`src/rtl/kamus_pkg.sv`:
```
// Shared types for the kamus-v pipeline control unit: instruction classes,
// the per-stage control word and the bubble constants.
package kamus_pkg;

  localparam int RF_ADDR_W = 5;

  typedef enum logic [3:0] {
    IT_LUI   = 4'd0,
    IT_AUIPC = 4'd1,
    IT_ALU   = 4'd2,
    IT_ALU_I = 4'd3,
    IT_JAL   = 4'd4,
    IT_JALR  = 4'd5,
    IT_B     = 4'd6,
    IT_L     = 4'd7,
    IT_S     = 4'd8
  } instr_type_t;

  typedef enum logic [1:0] {
    PC_ST = 2'd0,
    J_ST  = 2'd1,
    B_ST  = 2'd2
  } pc_sel_t;

  typedef enum logic [1:0] {
    ALU_RESULT = 2'd0,
    NEXT_PC    = 2'd1,
    MEM_DATA   = 2'd2
  } wb_sel_t;

  typedef struct packed {
    pc_sel_t              pc_sel;
    wb_sel_t              wb_sel;
    logic                 regfile_wr_en;
    logic                 l1d_wr_en;
    logic [RF_ADDR_W-1:0] rd;
  } control_unit_t;

  typedef struct packed {
    logic          valid;
    control_unit_t ctrl;
  } stage_ctrl_t;

  localparam control_unit_t CTRL_NOP = '{
    pc_sel:        PC_ST,
    wb_sel:        ALU_RESULT,
    regfile_wr_en: 1'b0,
    l1d_wr_en:     1'b0,
    rd:            '0
  };

  localparam stage_ctrl_t STAGE_BUBBLE = '{valid: 1'b0, ctrl: CTRL_NOP};

  // x0 is hardwired, so a stage targeting it never produces a value.
  function automatic logic is_writer(stage_ctrl_t s);
    return s.valid && s.ctrl.regfile_wr_en && (s.ctrl.rd != '0);
  endfunction

endpackage

```
`src/rtl/kamus_pipe_ctrl_if.sv`:
```
// Decode/datapath-facing signal bundle of the pipeline control unit.
// master = decoder/datapath side, slave = kamus_pipe_ctrl.
interface kamus_pipe_ctrl_if
  import kamus_pkg::*;
#(
  parameter int NUM_STAGES = 3,
  parameter int REG_ADDR_W = RF_ADDR_W
);

  logic                  dec_valid_i;
  instr_type_t           dec_instr_type_i;
  logic [REG_ADDR_W-1:0] dec_rd_i;
  logic [REG_ADDR_W-1:0] dec_rs1_i;
  logic [REG_ADDR_W-1:0] dec_rs2_i;
  logic                  dec_use_rs1_i;
  logic                  dec_use_rs2_i;
  logic                  ex_branch_taken_i;
  logic                  mem_busy_i;
  logic                  stall_o;
  logic                  flush_o;
  logic [NUM_STAGES-1:0] stage_valid_o;
  control_unit_t         stage_ctrl_o [NUM_STAGES];

  modport master (
    output dec_valid_i, dec_instr_type_i, dec_rd_i, dec_rs1_i, dec_rs2_i,
           dec_use_rs1_i, dec_use_rs2_i, ex_branch_taken_i, mem_busy_i,
    input  stall_o, flush_o, stage_valid_o, stage_ctrl_o
  );

  modport slave (
    input  dec_valid_i, dec_instr_type_i, dec_rd_i, dec_rs1_i, dec_rs2_i,
           dec_use_rs1_i, dec_use_rs2_i, ex_branch_taken_i, mem_busy_i,
    output stall_o, flush_o, stage_valid_o, stage_ctrl_o
  );

endinterface

```
`src/rtl/kamus_ctrl_decode.sv`:
```
// Combinational decode of the instruction class into a control word.
// Non-writing instructions carry rd = 0 so downstream hazard checks ignore them.
module kamus_ctrl_decode
  import kamus_pkg::*;
(
  input  logic                 valid,
  input  instr_type_t          instr_type,
  input  logic [RF_ADDR_W-1:0] rd,
  output control_unit_t        ctrl
);

  always_comb begin
    ctrl = CTRL_NOP;
    if (valid) begin
      case (instr_type)
        IT_LUI, IT_AUIPC, IT_ALU, IT_ALU_I: begin
          ctrl.wb_sel        = ALU_RESULT;
          ctrl.regfile_wr_en = 1'b1;
        end
        IT_JAL, IT_JALR: begin
          ctrl.pc_sel        = J_ST;
          ctrl.wb_sel        = NEXT_PC;
          ctrl.regfile_wr_en = 1'b1;
        end
        IT_B:    ctrl.pc_sel = B_ST;
        IT_L: begin
          ctrl.wb_sel        = MEM_DATA;
          ctrl.regfile_wr_en = 1'b1;
        end
        IT_S:    ctrl.l1d_wr_en = 1'b1;
        default: ctrl = CTRL_NOP;
      endcase
      if (ctrl.regfile_wr_en) ctrl.rd = rd;
    end
  end

endmodule

```
`src/rtl/kamus_pipe_ctrl.sv`:
```
// Pipelined control unit: carries decoded control words through the
// post-decode stages and resolves RAW stall, branch/jump flush and L1D freeze.
module kamus_pipe_ctrl
  import kamus_pkg::*;
#(
  parameter int NUM_STAGES = 3,
  parameter int MEM_STAGE  = 1,
  parameter int FWD_EN     = 1,
  parameter int REG_ADDR_W = RF_ADDR_W
) (
  input logic              clk_i,
  input logic              rst_i,
  kamus_pipe_ctrl_if.slave bus
);

  if (NUM_STAGES < 3 || NUM_STAGES > 6 || MEM_STAGE < 1 || MEM_STAGE > NUM_STAGES - 2
      || REG_ADDR_W != RF_ADDR_W) begin : g_bad_cfg
    $error("kamus_pipe_ctrl: unsupported parameter combination");
  end

  control_unit_t dec_ctrl;
  stage_ctrl_t   stage_q [NUM_STAGES];
  stage_ctrl_t   stage_d [NUM_STAGES];
  logic          hazard;
  logic          flush;

  kamus_ctrl_decode u_decode (
    .valid      (bus.dec_valid_i),
    .instr_type (bus.dec_instr_type_i),
    .rd         (bus.dec_rd_i),
    .ctrl       (dec_ctrl)
  );

  // With forwarding only a load in EX is too late; without it every
  // in-flight writer must retire before the regfile read is safe.
  always_comb begin
    hazard = 1'b0;
    for (int k = 0; k < NUM_STAGES; k++) begin
      if (is_writer(stage_q[k])
          && (FWD_EN == 0 || (k == 0 && stage_q[k].ctrl.wb_sel == MEM_DATA))
          && ((bus.dec_use_rs1_i && bus.dec_rs1_i == stage_q[k].ctrl.rd)
              || (bus.dec_use_rs2_i && bus.dec_rs2_i == stage_q[k].ctrl.rd)))
        hazard = 1'b1;
    end
    hazard = hazard && bus.dec_valid_i;
  end

  assign flush = stage_q[0].valid
               && (stage_q[0].ctrl.pc_sel == J_ST
                   || (stage_q[0].ctrl.pc_sel == B_ST && bus.ex_branch_taken_i))
               && !bus.mem_busy_i;

  assign bus.flush_o = flush;
  assign bus.stall_o = bus.mem_busy_i || (hazard && !flush);

  always_comb begin
    stage_d[0] = (hazard || flush) ? STAGE_BUBBLE : {bus.dec_valid_i, dec_ctrl};
    for (int k = 1; k < NUM_STAGES; k++) stage_d[k] = stage_q[k-1];
    // Freeze: everything up to MEM waits on L1D, the stage after it drains.
    if (bus.mem_busy_i) begin
      for (int k = 0; k < NUM_STAGES; k++) begin
        if (k <= MEM_STAGE)          stage_d[k] = stage_q[k];
        else if (k == MEM_STAGE + 1) stage_d[k] = STAGE_BUBBLE;
      end
    end
  end

  always_ff @(posedge clk_i or posedge rst_i) begin
    if (rst_i) begin
      for (int k = 0; k < NUM_STAGES; k++) stage_q[k] <= STAGE_BUBBLE;
    end else begin
      stage_q <= stage_d;
    end
  end

  for (genvar k = 0; k < NUM_STAGES; k++) begin : g_out
    assign bus.stage_valid_o[k] = stage_q[k].valid;
    assign bus.stage_ctrl_o[k]  = stage_q[k].ctrl;
  end

endmodule

```
`src/flat_wrapper.sv`:
```
// flat-port wrapper written by rule: the top's interface ports become plain ports
module kamus_pipe_ctrl_flat import kamus_pkg::*;
#(
  parameter int NUM_STAGES = 3,
  parameter int MEM_STAGE  = 1,
  parameter int FWD_EN     = 1,
  parameter int REG_ADDR_W = RF_ADDR_W
)
  (clk_i, rst_i, bus_dec_valid_i, bus_dec_instr_type_i, bus_dec_rd_i, bus_dec_rs1_i, bus_dec_rs2_i, bus_dec_use_rs1_i, bus_dec_use_rs2_i, bus_ex_branch_taken_i, bus_mem_busy_i, bus_stall_o, bus_flush_o, bus_stage_valid_o, bus_stage_ctrl_o);
  kamus_pipe_ctrl_if #(.NUM_STAGES(NUM_STAGES), .REG_ADDR_W(REG_ADDR_W)) bus_i ();
  input logic clk_i;
  input logic rst_i;
  input wire logic [$bits(bus_i.dec_valid_i)-1:0] bus_dec_valid_i;
  input wire logic [$bits(bus_i.dec_instr_type_i)-1:0] bus_dec_instr_type_i;
  input wire logic [$bits(bus_i.dec_rd_i)-1:0] bus_dec_rd_i;
  input wire logic [$bits(bus_i.dec_rs1_i)-1:0] bus_dec_rs1_i;
  input wire logic [$bits(bus_i.dec_rs2_i)-1:0] bus_dec_rs2_i;
  input wire logic [$bits(bus_i.dec_use_rs1_i)-1:0] bus_dec_use_rs1_i;
  input wire logic [$bits(bus_i.dec_use_rs2_i)-1:0] bus_dec_use_rs2_i;
  input wire logic [$bits(bus_i.ex_branch_taken_i)-1:0] bus_ex_branch_taken_i;
  input wire logic [$bits(bus_i.mem_busy_i)-1:0] bus_mem_busy_i;
  output wire logic [$bits(bus_i.stall_o)-1:0] bus_stall_o;
  output wire logic [$bits(bus_i.flush_o)-1:0] bus_flush_o;
  output wire logic [$bits(bus_i.stage_valid_o)-1:0] bus_stage_valid_o;
  output wire logic [$bits(bus_i.stage_ctrl_o)-1:0] bus_stage_ctrl_o;
  assign bus_i.dec_valid_i = bus_dec_valid_i;
  assign bus_i.dec_instr_type_i = bus_dec_instr_type_i;
  assign bus_i.dec_rd_i = bus_dec_rd_i;
  assign bus_i.dec_rs1_i = bus_dec_rs1_i;
  assign bus_i.dec_rs2_i = bus_dec_rs2_i;
  assign bus_i.dec_use_rs1_i = bus_dec_use_rs1_i;
  assign bus_i.dec_use_rs2_i = bus_dec_use_rs2_i;
  assign bus_i.ex_branch_taken_i = bus_ex_branch_taken_i;
  assign bus_i.mem_busy_i = bus_mem_busy_i;
  assign bus_stall_o = bus_i.stall_o;
  assign bus_flush_o = bus_i.flush_o;
  assign bus_stage_valid_o = bus_i.stage_valid_o;
  assign bus_stage_ctrl_o = {>>{bus_i.stage_ctrl_o}};
  kamus_pipe_ctrl #(.NUM_STAGES(NUM_STAGES), .MEM_STAGE(MEM_STAGE), .FWD_EN(FWD_EN), .REG_ADDR_W(REG_ADDR_W)) u_core (.clk_i(clk_i), .rst_i(rst_i), .bus(bus_i));
endmodule
```
`config.mk`:
```
export PLATFORM = sky130hd
export DESIGN_NAME = kamus_pipe_ctrl_flat
export DESIGN_NICKNAME = d
export VERILOG_FILES = /design/src/rtl/kamus_pkg.sv /design/src/rtl/kamus_pipe_ctrl_if.sv /design/src/rtl/kamus_ctrl_decode.sv /design/src/rtl/kamus_pipe_ctrl.sv /design/src/flat_wrapper.sv
export SDC_FILE = /design/constraint.sdc
export NUM_CORES = 1
export LEC_CHECK = 0
export CAP_MARGIN = 20
export CORE_UTILIZATION = 50
export CTS_CLUSTER_SIZE = 14
export DETAILED_ROUTE_END_ITERATION = 8
export DONT_BUFFER_PORTS = 1
export SYNTH_ARGS = -nofsm -noshare
export SYNTH_HDL_FRONTEND = slang
export SYNTH_HIERARCHICAL = 1
export SYNTH_SLANG_ARGS = --single-unit
```
`constraint.sdc`:
```
create_clock -name clk_i -period 5.17 [get_ports clk_i]
set_input_delay 1.034 -clock clk_i [delete_from_list [all_inputs] [get_ports clk_i]]
set_output_delay 1.034 -clock clk_i [all_outputs]
set_load 0.05 [all_outputs]
```
==> impl_results.md, run 1 <==
* Dpl hpwl at 2155 um
* Tcrit/Tclk final at 71.69%
* Vias in the first global route at 1048
* Synth Area per Inst at 10.93 sq um
* Vias at 1185
* Mapped Area at 1760 sq um
* Clock tree buffer depth at 2
* WP data arrival at 2670 ps
* Final min period at 3706 ps
* Final setup viols at 0
* Largest net degree at the start of global routing at 51
* Routed length per instance at 15.39 um
* Final nets at 185
* Setup Slack @ Placement at 1644 ps
* Area share of the largest cell type after synthesis at 51.17%
* GR met1 Demand/Resource at 25.30%
* Cts repair resizes at 0
* Worst Setup SP: u_core/bus.stage_ctrl_o[22]
* Critical path class: reg -> out
* Setup ws final at 1464 ps
* Achievable frequency at 269.8 MHz
* CP Capture Type: output port
* Status: completed
* Die Footprint at 3762 sq um
* Max Cap Viol at 0
* Clock slew at reported path FFs at 100 ps
* Cts bufs inserted at 5
* Initial antenna violation count at 0
* Placer Congestion at 0.6760
* Primary FF master, synth: dfrtp_1
* Yosys cell types at 31
* Cell taking the most area after synthesis: dfrtp_1
* Pwr Density at 340.7 nW/um^2
* Fin. max-slew vios at 0
* Post-synth EDFFs at 0
* Row count at 21
* Die width at 61.34 um
* Post-synth net total at 187
* Total GRT Usage at 18.35%
* Crit path max fanout at 13
* Hold Path Class: in -> async
* Most common cell in the netlist: dfrtp_1
* Area of the multi-input gates at 794.5 sq um
* Synth area leaders: dfrtp_1 (51%), nor2b_1 (8.5%), mux2_2 (7.0%)
* Total congestion overflow at 0
* R2r startpoint: u_core/bus.stage_ctrl_o[22]
* Worst skew pair latency at 330 ps
* CP Cell Sequence: xnor2_1 > nand4_1 > o22ai_1 > a31o_2
* Top delay family on crit path: compound AO/OA/AOI/OAI gates
* Filler cells at 325
* Ys async rst share at 100.0%
* Drt via density at 5.752
* Max VDD drop at 0.1400 mV
* Crit path required time at 4140 ps
* RSZ-0062 raised after global routing: no
* Layout area overhead at 4.122%
* Element type at the critical path start: register
* Port Buffers at 0
* Post-route ant nets at 0
* Register bit count reported by yosys at 36
* H-tree depth at 2
* Worst slew pin tran at 952.3 ps
* Total routed wirelength at 3171 um
* Hold Buf Count CTS at 0
* Post-placement cell count at 198
* Chip height at 61.34 um
* First-pass GRT wire length at 4905 um
* CTS tree: built
* Layer carrying the most global-route usage: met2
* Io pins at 64
* Final Hold Violating Endpoints at 0
* Root buf cell: clkbuf_4
* Max Clock Skew at 1.839 ps
* CP bufs+invs at 0
* Max incr delay on CP at 800 ps
* Core ar. at 3363 sq um
* Pre-antenna DRT Iters at 4
* Post-Synthesis Cells at 161
* Seq/Total Area, Yosys at 51.17%
* Initial core utilization at 52.34%
* Slew headroom at 36.51%
* Setup TNS at 0 ps
* Met2 Usage GRT at 25.31%
* Post-CTS Setup Bufs at 0
* Leakage at 0.8290 nW
* Top cells by count, synth: dfrtp_1 (36), nor2b_1 (24), nand2_1 (17)
* DR DRC count at 0
* Slowest cell on the critical path: dfrtp_1
* Clk sinks at 36
* Finished Layout Cells at 206
* Layout cells sized above 1 at 16.88%
* Seq. cell area at 900.9 sq um
* Ant diodes at 0
* Syn. warnings at 6
* Detailed Route Iter0 Violations at 57
* GR Util met3 at 7.353%
==> cells by family (layout without fill, tap and decap cells) <==
logic type      count (synthesis)  after routing  synth area share, %
compound gates                 28             28                11.59
xor+xnor                       10             10                4.975
buf+inv                        13             12                3.696
flops                          36             36                51.17
mux                            11             11                7.036
simple gates                   63             63                21.53
==> stage by stage <==
step	power, mW	area [sq um]	hold slack [ps]	util, %
after floorplan	0.4684	1760	762.7	-
after global placement	0.4749	1772	790.7	52.68
after detailed placement	0.4785	1772	788.2	52.68
after CTS	0.6322	1833	682.3	54.50
after global routing	0.6551	1833	721.2	54.50
final	0.6244	1833	675.7	54.50
==> flip-flops by register name (all words and copies together) (netlist names) <==
register	flops
u_core/bus.stage_valid_o	3
u_core/bus.stage_ctrl_o	33
==> cell type report <==
class / count / share of cell area, %
sequential: 36 / 49.15
multi-input combinational: 112 / 43.34
tap: 46 / 3.140
clock buffer: 6 / 2.799
inverter: 3 / 0.6143
clock inverter: 2 / 0.5461
timing repair buffer: 1 / 0.4096
==> path summary, 6_finish.rpt <==
| path | to | cells past startpoint | slack, ps |
|---|---|---|---|
| setup / recovery | bus_stall_o | 4 | 1460 |
| max in group asynchronous | u_core/bus.stage_ctrl_o[19] | 2 | 4190 |
| setup reg to reg | u_core/bus.stage_ctrl_o[32] | 4 | 2870 |
| min in group clk_i | u_core/bus.stage_ctrl_o[5] | 1 | 760 |
| hold / removal | u_core/bus.stage_ctrl_o[18] | 2 | 680 |
| hold reg to reg | u_core/bus.stage_valid_o[1] | 2 | 800 |
==> layer usage <==
metal | routed length [um] | share of wire, %
met1 | 1458 | 46
met2 | 1388 | 44
met3 | 267 | 8.4
met4 | 56 | 1.8
met5 | 0 | 0
==> worst reg2reg max path: cells and delay by family (launching register included) <==
| kind | cells | cell delay (ps) |
|---|---|---|
| compound gates | 2 | 1020 |
| flops | 1 | 800 |
| xor+xnor | 1 | 200 |
| simple gates | 1 | 120 |
==> placed cells by master, fill, tap and decap left out, drive strengths merged, types with 2 or more instances in the layout <==
cell,count
nand4,2
nor2b,24
dfrtp,36
mux2,11
nand2,17
nand3b,3
nor2,4
and4b,2
clkbuf,6
o21ai,12
a32oi,12
clkinv,2
xnor2,10
inv,3
and3,5
nand2b,2
==> power by group <==
| part | total [mW] | switching (mW) | internal, mW |
|---|---|---|---|
| Combinational | 0.0594 | 0.0272 | 0.0322 |
| Clock | 0.153 | 0.0884 | 0.0647 |
| Sequential | 0.412 | 0.109 | 0.303 |
| Total | 0.624 | 0.225 | 0.400 |
(Power assumes the default switching activity.)
==> run 2, diff against run 1 <==
==> constraint.sdc (replaced) <==
create_clock -name clk_i -period 3.5 [get_ports clk_i]
set_input_delay 0.7 -clock clk_i [delete_from_list [all_inputs] [get_ports clk_i]]
set_output_delay 0.7 -clock clk_i [all_outputs]
set_load 0.05 [all_outputs]
==> run 2 against run 1 <==
Net effect:
- clock-buffer cell count grew 1
- worst hold slack worse by 320 ps
- first-iteration DRC count shrank 25%
- critical path depth grew 1
- wire length up 4.5%
- power up 51%
- final area grew 1.4%
- register-to-register slack worse by 1300 ps
- die area stayed put
- sequential cell count did not move
- sequential share of layout area is 0.69 points lower
- cell count up 0.97%
- critical path type unchanged
- largest cell class unchanged
- highest routed layer unchanged
==> impl_results.md, run 2 (synthesized netlist as in run 1, its figures left out) <==
* Layout cells sized above 1 at 17.90% (was 16.88%)
* Post-CTS Setup Bufs at 0 (unchanged)
* Hold Buf Count CTS at 0 (unchanged)
* Fin. max-slew vios at 0 (unchanged)
* Core ar. at 3363 sq um (unchanged)
* Cts repair resizes at 0 (unchanged)
* Chip height at 61.34 um (unchanged)
* Drt via density at 5.764 (was 5.752)
* Max reg flops at 33 (unchanged)
* H-tree depth at 2 (unchanged)
* Slew headroom at 51.77% (was 36.51%)
* Ant diodes at 0 (unchanged)
* Pwr Total at 943.0 uW (was 624.4 uW)
* Final Core Density at 55.28% (was 54.50%)
* Most frequent cells in the layout: dfrtp_1 (36), nor2b_1 (24), nand2_1 (17), a32oi_1 (12) (unchanged)
* Cts bufs inserted at 5 (unchanged)
* Area of the multi-input gates at 794.5 sq um (unchanged)
* Critical path class: reg -> out (unchanged)
* Seq. cell area at 900.9 sq um (unchanged)
* Total GRT Usage at 18.92% (was 18.35%)
* Crit path max fanout at 13 (unchanged)
* Layout area overhead at 5.615% (was 4.122%)
* Hold Path Class: in -> async (unchanged)
* Detailed Route Iter0 Violations at 43 (was 57)
* Worst slew pin tran at 723.5 ps (was 952.3 ps)
* Post-route ant nets at 0 (unchanged)
* Largest net degree at the start of global routing at 51 (unchanged)
* Io pins at 64 (unchanged)
* Die Footprint at 3762 sq um (unchanged)
* Filler cells at 316 (was 325)
* Crit path required time at 2800 ps (was 4140 ps)
* Max Clock Skew at 8.025 ps (was 1.839 ps)
* CTS tree: built (unchanged)
* Finished Layout Cells at 208 (was 206)
* Pwr Density at 507.2 nW/um^2 (was 340.7 nW/um^2)
* Total congestion overflow at 0 (unchanged)
* Final setup viols at 0 (unchanged)
* Row count at 21 (unchanged)
* Port Buffers at 0 (unchanged)
* Post-placement cell count at 201 (was 198)
* Commonest non-fill, non-tap cell in the layout: dfrtp_1 (unchanged)
* WP data arrival at 2380 ps (was 2670 ps)
* Dpl hpwl at 2305 um (was 2155 um)
* Leakage at 0.8432 nW (was 0.8290 nW)
* RSZ-0062 raised after global routing: no (unchanged)
* Status: completed (unchanged)
* Placed cell areas at 1794 sq um (was 1772 sq um)
* DR DRC count at 0 (unchanged)
* CP Capture Type: output port (unchanged)
* Clock slew at reported path FFs at 100 ps (about the same)
* Final nets at 188 (was 185)
* Clock tree buffer depth at 2 (unchanged)
* Die width at 61.34 um (unchanged)
* First-pass GRT wire length at 4988 um (was 4905 um)
* Vias in the first global route at 1045 (was 1048)
* Total routed wirelength at 3315 um (was 3171 um)
* Vias at 1199 (was 1185)
* Max VDD drop at 0.1719 mV (was 0.1400 mV)
* Pre-antenna DRT Iters at 4 (unchanged)
* Clk sinks at 36 (unchanged)
* Initial core utilization at 52.34% (unchanged)
* Final Hold Violating Endpoints at 0 (unchanged)
* Max Cap Viol at 0 (unchanged)
* Placer Congestion at 0.6649 (was 0.6760)
* Tcrit/Tclk final at 88.04%
* Final min period at 3081 ps
* Setup TNS at 0 ps (unchanged)
* Achievable frequency at 324.5 MHz
* Element type at the critical path start: register (unchanged)
* Initial antenna violation count at 0 (unchanged)
* Routed length per instance at 15.94 um (was 15.39 um)
* Design area at 1859 sq um (was 1833 sq um)
* Root buf cell: clkbuf_4 (unchanged)
* Worst skew pair latency at 330 ps (about the same)
run 2: final timing paths:
path / startpoint / to / slack, ps / cells past startpoint
max: u_core/bus.stage_ctrl_o[23] / bus_stall_o / 420 / 5
min: rst_i / u_core/bus.stage_ctrl_o[23] / 350 / 2
max reg2reg: u_core/bus.stage_ctrl_o[23] / u_core/bus.stage_ctrl_o[23] / 1530 / 5
min reg2reg: u_core/bus.stage_ctrl_o[25] / u_core/bus.stage_ctrl_o[25] / 770 / 3
max in group asynchronous: rst_i / u_core/bus.stage_ctrl_o[19] / 2840 / 2
min in group clk_i: bus_mem_busy_i / u_core/bus.stage_ctrl_o[5] / 420 / 1
run 2: routing by layer:
layer | track usage, % | wire length [um] | vias up
li1 | - | - | 560
met1 | 24.23 | 1418 | 589
met2 | 29.66 | 1635 | 45
met3 | 6.303 | 209 | 5
met4 | 7.619 | 50 | 0
met5 | 0 | 0 | -
run 2: through the flow:
step	hold slack, ps	setup WS (ps)
floorplan	762.7	993.7
global placement	712.4	828.7
detailed placement	722.3	772.5
CTS	361.9	402.8
global route	384.9	348.4
finish	351.1	418.6
run 2: critical path, stage by stage, from the launching register on:
cell      delay (ps)
dfrtp_1          640
or4_1            640
o211ai_2         160
buf_4            210
inv_1             50
a31o_2           350
run 2: report_power, final:
part	internal (mW)	switching [mW]
clock network	0.114	0.130
registers	0.448	0.155
logic	0.0498	0.0463
total	0.611	0.332
run 2: final cells by class:
cell class,instances,share of cell area (%)
flip-flops and latches,36,48.45
multi-input cells,112,42.73
clock buffers,7,3.499
well taps,46,3.096
repair buffers,4,1.615
inverters,3,0.6057
